**src/rtl/gcd_iter_unit_pkg.sv**
```systemverilog
// Shared types and helpers for the iterative GCD engine.
package gcd_pkg;

    typedef enum logic [1:0] {
        ST_IDLE = 2'd0,
        ST_CALC = 2'd1,
        ST_DONE = 2'd2
    } gcd_state_t;

    localparam logic MODE_SUB = 1'b0;
    localparam logic MODE_BIN = 1'b1;

    // K counts common factors of two, so it must reach WIDTH.
    function automatic int unsigned k_width(input int unsigned width);
        return $clog2(width) + 1;
    endfunction

endpackage

```
**src/rtl/gcd_iter_unit_step.sv**
```systemverilog
// One combinational GCD iteration: termination test, then a subtractive or Stein step.
module gcd_step
    import gcd_pkg::*;
#(
    parameter int unsigned WIDTH = 16,
    parameter int unsigned KW    = k_width(WIDTH)
) (
    input  logic [WIDTH-1:0] i_a,
    input  logic [WIDTH-1:0] i_b,
    input  logic [KW-1:0]    i_k,
    input  logic             i_mode,
    output logic [WIDTH-1:0] o_a_nxt,
    output logic [WIDTH-1:0] o_b_nxt,
    output logic [KW-1:0]    o_k_nxt,
    output logic             o_done,
    output logic [WIDTH-1:0] o_result
);

    logic [WIDTH-1:0] w_diff_ab;
    logic [WIDTH-1:0] w_diff_ba;

    assign w_diff_ab = i_a - i_b;
    assign w_diff_ba = i_b - i_a;

    always_comb begin
        o_a_nxt  = i_a;
        o_b_nxt  = i_b;
        o_k_nxt  = i_k;
        o_done   = 1'b0;
        o_result = '0;
        if (i_a == '0) begin
            o_done   = 1'b1;
            o_result = i_b << i_k;
        end else if ((i_b == '0) || (i_a == i_b)) begin
            o_done   = 1'b1;
            o_result = i_a << i_k;
        end else if (i_mode == MODE_SUB) begin
            if (i_a > i_b) o_a_nxt = w_diff_ab;
            else           o_b_nxt = w_diff_ba;
        end else begin
            if (!i_a[0] && !i_b[0]) begin
                o_a_nxt = i_a >> 1;
                o_b_nxt = i_b >> 1;
                o_k_nxt = i_k + KW'(1);
            end else if (!i_a[0]) begin
                o_a_nxt = i_a >> 1;
            end else if (!i_b[0]) begin
                o_b_nxt = i_b >> 1;
            end else if (i_a > i_b) begin
                o_a_nxt = w_diff_ab >> 1;
            end else begin
                o_b_nxt = w_diff_ba >> 1;
            end
        end
    end

endmodule

```
**src/rtl/gcd_iter_unit.sv**
```systemverilog
// Multi-cycle GCD engine with START/READY handshake, selectable Euclid/Stein
// iteration and a saturating count of CALC cycles.
module gcd_iter_unit
    import gcd_pkg::*;
#(
    parameter int unsigned WIDTH = 16,
    parameter int unsigned CNT_W = 16
) (
    input  logic             CLK,
    input  logic             RESET,
    input  logic             START,
    input  logic             MODE,
    input  logic [WIDTH-1:0] X,
    input  logic [WIDTH-1:0] Y,
    output logic [WIDTH-1:0] OUT,
    output logic             READY,
    output logic             BUSY,
    output logic [CNT_W-1:0] CYCLES
);

    localparam int unsigned KW = k_width(WIDTH);

    gcd_state_t       r_state;
    gcd_state_t       w_state_nxt;
    logic [WIDTH-1:0] r_a;
    logic [WIDTH-1:0] r_b;
    logic [KW-1:0]    r_k;
    logic             r_mode;
    logic [WIDTH-1:0] r_out;
    logic [CNT_W-1:0] r_cycles;

    logic [WIDTH-1:0] w_a_nxt;
    logic [WIDTH-1:0] w_b_nxt;
    logic [KW-1:0]    w_k_nxt;
    logic             w_done;
    logic [WIDTH-1:0] w_result;
    logic             w_load;

    gcd_step #(
        .WIDTH (WIDTH),
        .KW    (KW)
    ) u_step (
        .i_a      (r_a),
        .i_b      (r_b),
        .i_k      (r_k),
        .i_mode   (r_mode),
        .o_a_nxt  (w_a_nxt),
        .o_b_nxt  (w_b_nxt),
        .o_k_nxt  (w_k_nxt),
        .o_done   (w_done),
        .o_result (w_result)
    );

    assign w_load = START && (r_state != ST_CALC);

    always_ff @(posedge CLK) begin
        if (RESET) r_state <= ST_IDLE;
        else       r_state <= w_state_nxt;
    end

    always_comb begin
        w_state_nxt = r_state;
        case (r_state)
            ST_IDLE: if (START)  w_state_nxt = ST_CALC;
            ST_CALC: if (w_done) w_state_nxt = ST_DONE;
            ST_DONE: if (START)  w_state_nxt = ST_CALC;
            default:             w_state_nxt = ST_IDLE;
        endcase
    end

    // READY/BUSY are pure state decodes; they match the registered flags exactly.
    always_comb begin
        READY  = (r_state == ST_DONE);
        BUSY   = (r_state == ST_CALC);
        OUT    = r_out;
        CYCLES = r_cycles;
    end

    always_ff @(posedge CLK) begin
        if (RESET) begin
            r_a      <= '0;
            r_b      <= '0;
            r_k      <= '0;
            r_mode   <= MODE_SUB;
            r_out    <= '0;
            r_cycles <= '0;
        end else if (w_load) begin
            r_a      <= X;
            r_b      <= Y;
            r_k      <= '0;
            r_mode   <= MODE;
            r_cycles <= '0;
        end else if (r_state == ST_CALC) begin
            if (r_cycles != '1) r_cycles <= r_cycles + CNT_W'(1);
            if (w_done) begin
                r_out <= w_result;
            end else begin
                r_a <= w_a_nxt;
                r_b <= w_b_nxt;
                r_k <= w_k_nxt;
            end
        end
    end

endmodule

```
**config.mk**
```make
export PLATFORM = sky130hd
export DESIGN_NAME = gcd_iter_unit
export DESIGN_NICKNAME = d
export VERILOG_FILES = /design/src/rtl/gcd_iter_unit_pkg.sv /design/src/rtl/gcd_iter_unit_step.sv /design/src/rtl/gcd_iter_unit.sv
export SDC_FILE = /design/constraint.sdc
export NUM_CORES = 1
export LEC_CHECK = 0
export BUFFER_PORTS_ARGS = -buffer_cell sky130_fd_sc_hd__clkbuf_2
export CAP_MARGIN = 40
export CORE_MARGIN = 5
export CORE_UTILIZATION = 55
export CTS_CLUSTER_SIZE = 24
export DETAILED_ROUTE_END_ITERATION = 6
export GPL_ROUTABILITY_DRIVEN = 0
export PLACE_DENSITY = 0.78
export SYNTH_ARGS = -nofsm -noshare
export SYNTH_HDL_FRONTEND = slang
export SYNTH_SLANG_ARGS = --single-unit
export TNS_END_PERCENT = 1
```
**constraint.sdc**
```tcl
create_clock -name CLK -period 2.85 [get_ports CLK]
set_input_delay 0.1425 -clock CLK [delete_from_list [all_inputs] [get_ports CLK]]
set_output_delay 0.1425 -clock CLK [all_outputs]
set_load 0.01 [all_outputs]
```
==> metrics.md, run 1 <==
| Metric | Value |
|---|---|
| Outcome | `finished with violations` |
| Violations in the final reports | `design-rule violations` |
| Reg2Reg Capture Point | `r_a[11]` |
| Share of the synthesized area in the top cell type | `0.2154` |
| CP Data Arrival Time | `3.11 ns` |
| Clock sinks | `72` |
| Final ANT Viol Nets | `0` |
| Internal cell power | `5.309 mW` |
| Max-cap violations | `0` |
| Yosys warnings | `0` |
| Initial core utilization | `0.5595` |
| Finished layout cell area | `7995 um2` |
| Upper clock frequency limit | `351.8 MHz` |
| Number of remaining DRC errors | `1` |
| Sequential element share of the synthesized area | `0.2154` |
| Total via count in the routed design | `7369` |
| Total standard cell area after synthesis | `6693 um2` |
| Number of synthesized register bits | `72` |
| Placed wire-length estimate after detailed placement | `16.78 mm` |
| DIE HEIGHT | `120.3 um` |
| Mean Syn Cell Area | `7.874 um2` |
| Critical path peak fanout | `18` |
| Final period util | `0.9973` |
| Worst setup slack for register-to-register paths | `0.008 ns` |
| Sequential share of power | `0.133` |
| Synthesized netlist cell count | `850` |
| Number of top-level pins | `70` |
| Number of hold-repair buffers added at the cts stage | `0` |
| Vias in the first global route | `6761` |
| Share of the synthesized area in compound gates (AO/OA/AOI/OAI) | `0.2819` |
| Relative slew slack | `0.5257` |
| Final Max Slew Viols | `0` |
| Share of layout cells above drive strength 1 | `0.2503` |
| Post-Synthesis Net Count | `923` |
| Routed vias/inst | `6.639` |
| Clock slew seen by the registers of the worst setup and hold paths | `0.06 ns` |
| Category of the worst setup path capture point | `flip-flop` |
| Clock tree from TritonCTS | `yes` |
| Final setup violation count | `0` |
| Deepest level of the CTS H-tree | `3` |
| Hold Crit Depth | `3` |
| Asr flop ratio synth | `0` |
| Power Dens Cells | `1328 nW/um2` |
| Start-to-end type of the worst setup path | `reg -> reg` |
| Number of buffers added by the clock tree synthesis step | `9` |
| Most common cell in the netlist | `nor2_1` |
| Placed inst area | `7557 um2` |
| Die Footprint | `14470 um2` |
| Startpoint types | `flip-flop` |
| Number of input and output port buffers inserted | `69` |
| Overall power | `10.62 mW` |
| Leakage | `3.236 nW` |
| Number of hold-slack violations in the final timing report | `0` |
| Clock power frac | `0.120` |
| Simple-gate portion of the synthesized area | `0.2109` |
| Layout-stage area growth over the synthesis result | `19.46%` |
| Peak supply drop | `0.8796 mV` |
| Number of enable-type register cells in the synthesized netlist | `0` |
| Switch share | `0.5000` |
| Post-synthesis share of cell area spent on xor and xnor gates | `0.04842` |
| Initial antenna violation count | `0` |
| Final min period | `2.842 ns` |
| Maximum number of pins on one net before global-route repair | `39` |
| Number of cells in the finished layout apart from fillers | `1110` |
| Net Switching | `5.310 mW` |
| Cell Count Post-Placement | `1093` |
| Residual overflow from global routing | `0` |
| Biggest area contributors in the synthesized netlist | `dfxtp_1, ha_1, nor2_1` |
| Number of buffers between clock root and the deepest sink | `2` |
| Startpoint of the tightest hold check path | `Y[1]` |
| Distinct cell type count after synthesis | `86` |
| Critical path data required time | `3.12 ns` |
| Mux share of post-synthesis cell area | `0.08544` |
| Critical Path Source | `r_a[11]` |
| Wire length per cell after detailed routing | `20.41 um` |
| Ant. Diodes | `0` |
| Hold/Removal Path Class | `in -> reg` |
| Predominant post-synthesis flop cell | `dfxtp_1` |
| Actual transition at the worst max-transition pin | `0.7097 ns` |
| Comb power frac | `0.747` |
| Endpoint of the worst hold path | `r_b[1]` |
| Dominant cell type by area after synthesis | `dfxtp_1` |
| Worst clock skew | `0.006616 ns` |
| Rows | `40` |
| DRC violation total after the first TritonRoute iteration | `1001` |
| Global-route wire length before repair | `35.18 mm` |
| Depth of the most critical reg-to-reg path | `12` |
| # nets final | `1031` |
| R2R Path Start | `r_a[11]` |
| Area of the core | `11960 um2` |
| Combinational family with the most area after synthesis | `compound AO/OA/AOI/OAI gates` |
| Adder-cell share of the synthesized area | `0.07142` |
| Global routing usage summed across all routing layers | `0.3046` |
| Horiz. Die Dim | `120.3 um` |
| CTS root buffer | `clkbuf_16` |
| Synth cell count leaders | `nor2_1, dfxtp_1, nand2_1, a21oi_1, inv_1` |
| Number of iterations in the first detailed-routing pass | `7` |
| Insertion delay of the later-clocked pin in the worst-skew pair | `0.35 ns` |
| Total wire length | `22.66 mm` |
-- worst max path at each step --
| stage | endpoint | slack, ns | cells after the start |
|---|---|---|---|
| after floorplan | r_a[13] | 0.06 | 12 |
| after CTS | r_b[7] | 0.01 | 11 |
| final | r_a[11] | 0.008 | 12 |
| after global placement | r_b[6] | 0.04 | 11 |
| after global routing | r_a[11] | -0.04 | 12 |
| after detailed placement | r_b[6] | -0.14 | 11 |
-- sequential cells by signal, indices dropped and copies added (netlist names) --
| signal | flops |
|---|---|
| CYCLES | 16 |
| OUT | 16 |
| r_a | 16 |
| r_b | 16 |
| r_k | 5 |
| r_mode | 1 |
| r_state | 2 |
-- stage by stage --
stage | setup TNS [ns] | hold slack (ns) | setup WS [ns] | utilization
6_report | 0 | 0.03987 | 0.007763 | 0.6684
5_1_grt | -0.1112 | 0.06113 | -0.03517 | 0.6684
4_1_cts | 0 | 0.03839 | 0.01257 | 0.6612
3_5_place_dp | -1.117 | 0.4037 | -0.1421 | 0.6318
3_3_place_gp | 0 | 0.4036 | 0.03841 | 0.6318
2_1_floorplan | 0 | 0.2830 | 0.06185 | -
-- critical path, cell delays in order, from the launching register on --
cell      delay [ns]
dfxtp_1         0.34
inv_1           0.06
ha_1            0.41
nand4_1         0.26
buf_4           0.23
nor2_2          0.19
o211ai_4        0.14
buf_4           0.18
a211oi_4        0.28
o22a_2          0.25
buf_12          0.15
o21ai_1         0.06
a31oi_1         0.18
-- cells by family after synthesis --
kind of cell,Yosys count
AND/OR/NAND/NOR,285
flip-flops,72
AO/OA/AOI/OAI,271
buffers and inverters,111
adder cells (fa/ha/maj),37
multiplexers,37
XOR/XNOR,37
-- power groups by stage --
stage | clock network (mW) | registers (mW) | logic, mW
after floorplan | 0 | 1.49 | 4.81
after global placement | 0 | 1.40 | 7.22
after detailed placement | 0 | 1.41 | 7.33
after CTS | 1.28 | 1.39 | 7.47
after global routing | 1.32 | 1.43 | 8.46
final | 1.28 | 1.41 | 7.93
-- cell usage in the layout, fill, tap and decap left out, drive strengths merged, types with 9 or more instances in the layout --
cell type,n
buf,92
nor2,91
clkbuf,80
dfxtp,72
nand2,68
a21oi,65
o21ai,52
inv,47
ha,35
nand3,22
xnor2,19
xor2,18
nor4,18
mux2i,17
o211ai,17
a31oi,15
mux4,15
nor3,14
a211oi,14
nand2b,13
nand4,11
o31ai,11
and4,11
a22oi,9
a21o,9
a311oi,9
-- final cells by class --
type / count / area (um2)
Multi-Input combinational cell: 667 / 4793
Fill cell: 1008 / 3966
Sequential cell: 72 / 1446
Timing Repair Buffer: 161 / 1074
Clock buffer: 11 / 242.7
Tap cell: 147 / 183.9
Inverter: 47 / 176.4
Clock inverter: 5 / 78.83
-- routing by layer --
layer | wire, um | up-vias | global-route usage
met5 | 0 | - | 0
met4 | 789 | 0 | 0.1232
met3 | 2762 | 88 | 0.07016
met2 | 10190 | 524 | 0.4773
met1 | 8916 | 3355 | 0.4059
li1 | - | 3402 | -
-- timing repair --
action                     CTS  global route
setup endpoints to repair   19            37
gates resized for setup      4            25
gates cloned                 0             0
setup buffers                1             0
pin swaps                    1             6
No activity file was read; power rests on OpenSTA's default activity.
==> run 2: changes to the inputs <==
- CORE_ASPECT_RATIO: unset -> 0.5
==> run 2 against run 1 <==
- the flow finishes with violations (design-rule violations, negative setup slack)
- critical path depth decreased by 1
- maximum frequency down 2.3%
- non-clock buffer count increased by 7
- wire length grew 4.7%
- core utilization grew 1.3 points
- sequential share of layout area down 0.24 points
- clock skew is 0.0024 ns higher
- critical endpoint is now r_a[1]
- largest cell class unchanged
- highest routed layer unchanged
==> metrics.md, run 2 (synthesis results as in run 1) <==
| Metric | Value |
|---|---|
| Deepest level of the CTS H-tree | `3 (unchanged)` |
| Rows | `28 (was 40)` |
| Final setup violation count | `1 (was 0)` |
| Max-cap violations | `0 (unchanged)` |
| Finished layout cell area | `8088 um2 (was 7995 um2)` |
| Total wire length | `23.72 mm (was 22.66 mm)` |
| Startpoint types | `flip-flop (unchanged)` |
| Global routing usage summed across all routing layers | `0.3164 (was 0.3046)` |
| Horiz. Die Dim | `166.0 um (was 120.3 um)` |
| Number of remaining DRC errors | `63 (was 1)` |
| Die Footprint | `14610 um2 (was 14470 um2)` |
| Number of hold-repair buffers added at the cts stage | `0 (unchanged)` |
| DRC violation total after the first TritonRoute iteration | `985 (was 1001)` |
| Post-route setup TNS | `-0.05784 ns (was 0 ns)` |
| Placed inst area | `7657 um2 (was 7557 um2)` |
| Number of top-level pins | `70 (unchanged)` |
| Worst clock skew | `0.009061 ns (was 0.006616 ns)` |
| Worst slack at placement | `-0.02942 ns (was -0.1421 ns)` |
| RSZ-0062 raised after global routing | `true` |
| Area of the core | `11880 um2 (was 11960 um2)` |
| Clock slew seen by the registers of the worst setup and hold paths | `0.07 ns (was 0.06 ns)` |
| Residual overflow from global routing | `0 (unchanged)` |
| Power Dens Cells | `1324 nW/um2 (was 1328 nW/um2)` |
| Ant. Diodes | `0 (unchanged)` |
| Violations in the final reports | `design-rule violations, negative setup slack (was design-rule violations)` |
| Insertion delay of the later-clocked pin in the worst-skew pair | `0.35 ns (about the same)` |
| Reg2Reg Capture Point | `r_a[1] (was r_a[11])` |
| Hold/Removal Path Class | `in -> reg (unchanged)` |
| Wire length per cell after detailed routing | `20.90 um (was 20.41 um)` |
| Stages on worst setup path | `11 (was 12)` |
| Delay-heaviest family, CP | `compound AO/OA/AOI/OAI gates (unchanged)` |
| Peak supply drop | `0.5882 mV (was 0.8796 mV)` |
| CTS root buffer | `clkbuf_16 (unchanged)` |
| Number of input and output port buffers inserted | `69 (unchanged)` |
| Total via count in the routed design | `7496 (was 7369)` |
| Category of the worst setup path capture point | `flip-flop (unchanged)` |
| Clock tree from TritonCTS | `yes (unchanged)` |
| Clock sinks | `72 (unchanged)` |
| Final min period | `2.908 ns (was 2.842 ns)` |
| Most used cells in the layout excluding fill and tap cells | `buf_4, nor2_1, dfxtp_1 (was nor2_1, buf_4, clkbuf_2)` |
| Upper clock frequency limit | `343.9 MHz (was 351.8 MHz)` |
| Critical Path Source | `r_a[5] (was r_a[11])` |
| Depth of the most critical reg-to-reg path | `11 (was 12)` |
| Share of layout cells above drive strength 1 | `0.2536 (was 0.2503)` |
| Start-to-end type of the worst setup path | `reg -> reg (unchanged)` |
| Global-route wire length before repair | `36.91 mm (was 35.18 mm)` |
| DIE HEIGHT | `88 um (was 120.3 um)` |
| Number of buffers added by the clock tree synthesis step | `9 (unchanged)` |
| Initial core utilization | `0.5635 (was 0.5595)` |
| Placed wire-length estimate after detailed placement | `17.47 mm (was 16.78 mm)` |
| Worst Path Buf+Inv | `3 (was 4)` |
| Most common cell after layout, fill and taps aside | `buf_4 (was nor2_1)` |
| Outcome | `finished with violations (unchanged)` |
| Setup WS post-layout | `-0.05784 ns (was 0.007763 ns)` |
| Number of hold-slack violations in the final timing report | `0 (unchanged)` |
| Number of buffers between clock root and the deepest sink | `2 (unchanged)` |
| Endpoint of the worst hold path | `r_b[1] (unchanged)` |
| Final period util | `1.020 (was 0.9973)` |
| Leakage | `3.273 nW (was 3.236 nW)` |
| Worst setup slack for register-to-register paths | `-0.06 ns (was 0.008 ns)` |
| Overall power | `10.71 mW (was 10.62 mW)` |
| Filler Cell Count | `968 (was 1008)` |
| Cell at the slowest stage of the critical path | `ha_1 (unchanged)` |
| Final ANT Viol Nets | `0 (unchanged)` |
| R2R Path Start | `r_a[5] (was r_a[11])` |
| CP cell instances | `inv_1 > ha_1 > a21o_1 > or3_1 > o211ai_4 > buf_4 > nand2_1 > o22a_2 > buf_12 > o311a_1 > a211oi_1 (was inv_1 > ha_1 > nand4_1 > buf_4 > nor2_2 > o211ai_4 > buf_4 > a211oi_4 > o22a_2 > buf_12 > o21ai_1 > a31oi_1)` |
| Critical path data required time | `3.11 ns (was 3.12 ns)` |
| Number of iterations in the first detailed-routing pass | `7 (unchanged)` |
| # nets final | `1038 (was 1031)` |
| Routed vias/inst | `6.604 (was 6.639)` |
| Maximum single-stage delay on the critical path | `0.41 ns (about the same)` |
| Maximum number of pins on one net before global-route repair | `39 (unchanged)` |
| Critical path peak fanout | `23 (was 18)` |
| Relative slew slack | `0.5293 (was 0.5257)` |
| Layout-stage area growth over the synthesis result | `20.85% (was 19.46%)` |
| Final Max Slew Viols | `0 (unchanged)` |
| Actual transition at the worst max-transition pin | `0.7043 ns (was 0.7097 ns)` |
| Initial antenna violation count | `0 (unchanged)` |
| Vias in the first global route | `6870 (was 6761)` |
| Startpoint of the tightest hold check path | `Y[1] (unchanged)` |
| CP Data Arrival Time | `3.16 ns (was 3.11 ns)` |
| Hold Crit Depth | `3 (unchanged)` |
run 2: repair_timing:
action,in CTS,in global routing
endpoints found under the hold margin,0,0
gates resized for setup,4,24
pin swaps,0,8
endpoints found under the setup margin,13,34
cloned,0,0
setup buffers,0,1
run 2: worst max-delay path by stage:
stage / slack [ns] / end
2_1_floorplan: 0.06 / r_a[13]
3_3_place_gp: 0.05 / r_b[13]
3_5_place_dp: -0.03 / r_b[13]
4_1_cts: -0.02 / r_b[10]
5_1_grt: -0.17 / r_a[1]
6_report: -0.06 / r_a[1]
run 2: per-stage QoR:
step	instances	utilization	hold WS, ns
6_report	1135	0.6810	0.04649
5_1_grt	1135	0.6810	0.05833
4_1_cts	1134	0.6721	0.04167
3_5_place_dp	1118	0.6448	0.4074
3_3_place_gp	1117	0.6441	0.3695
2_1_floorplan	850	-	0.2830
run 2: cell type report:
class / instances / area (um2) / share of cell area
Multi-Input combinational cell: 667 / 4806 / 0.5942
Sequential cell: 72 / 1444 / 0.1785
Timing Repair Buffer: 168 / 1151 / 0.1423
Clock buffer: 9 / 225.2 / 0.02785
Tap cell: 165 / 206.4 / 0.02553
Inverter: 47 / 176.4 / 0.02181
Clock inverter: 7 / 78.83 / 0.009746
run 2: routing by layer:
layer / global-route usage / vias up / share of wire
met2: 0.4893 / 519 / 0.42
met4: 0.09356 / 0 / 0.024
met1: 0.4294 / 3487 / 0.41
met3: 0.09964 / 74 / 0.14
met5: 0 / - / 0
li1: - / 3416 / -
run 2: power breakdown:
| part | switching [mW] | internal (mW) | leakage [nW] | total [mW] |
|---|---|---|---|---|
| Sequential | 0.174 | 1.22 | 0.589 | 1.39 |
| Clock | 0.513 | 0.688 | 0.150 | 1.20 |
| Combinational | 4.79 | 3.32 | 2.53 | 8.12 |
run 2: tightest hold or removal path, stage by stage:
cell and delay, ns:
clkbuf_2 0.08, nand2_1 0.04, a311oi_1 0.08
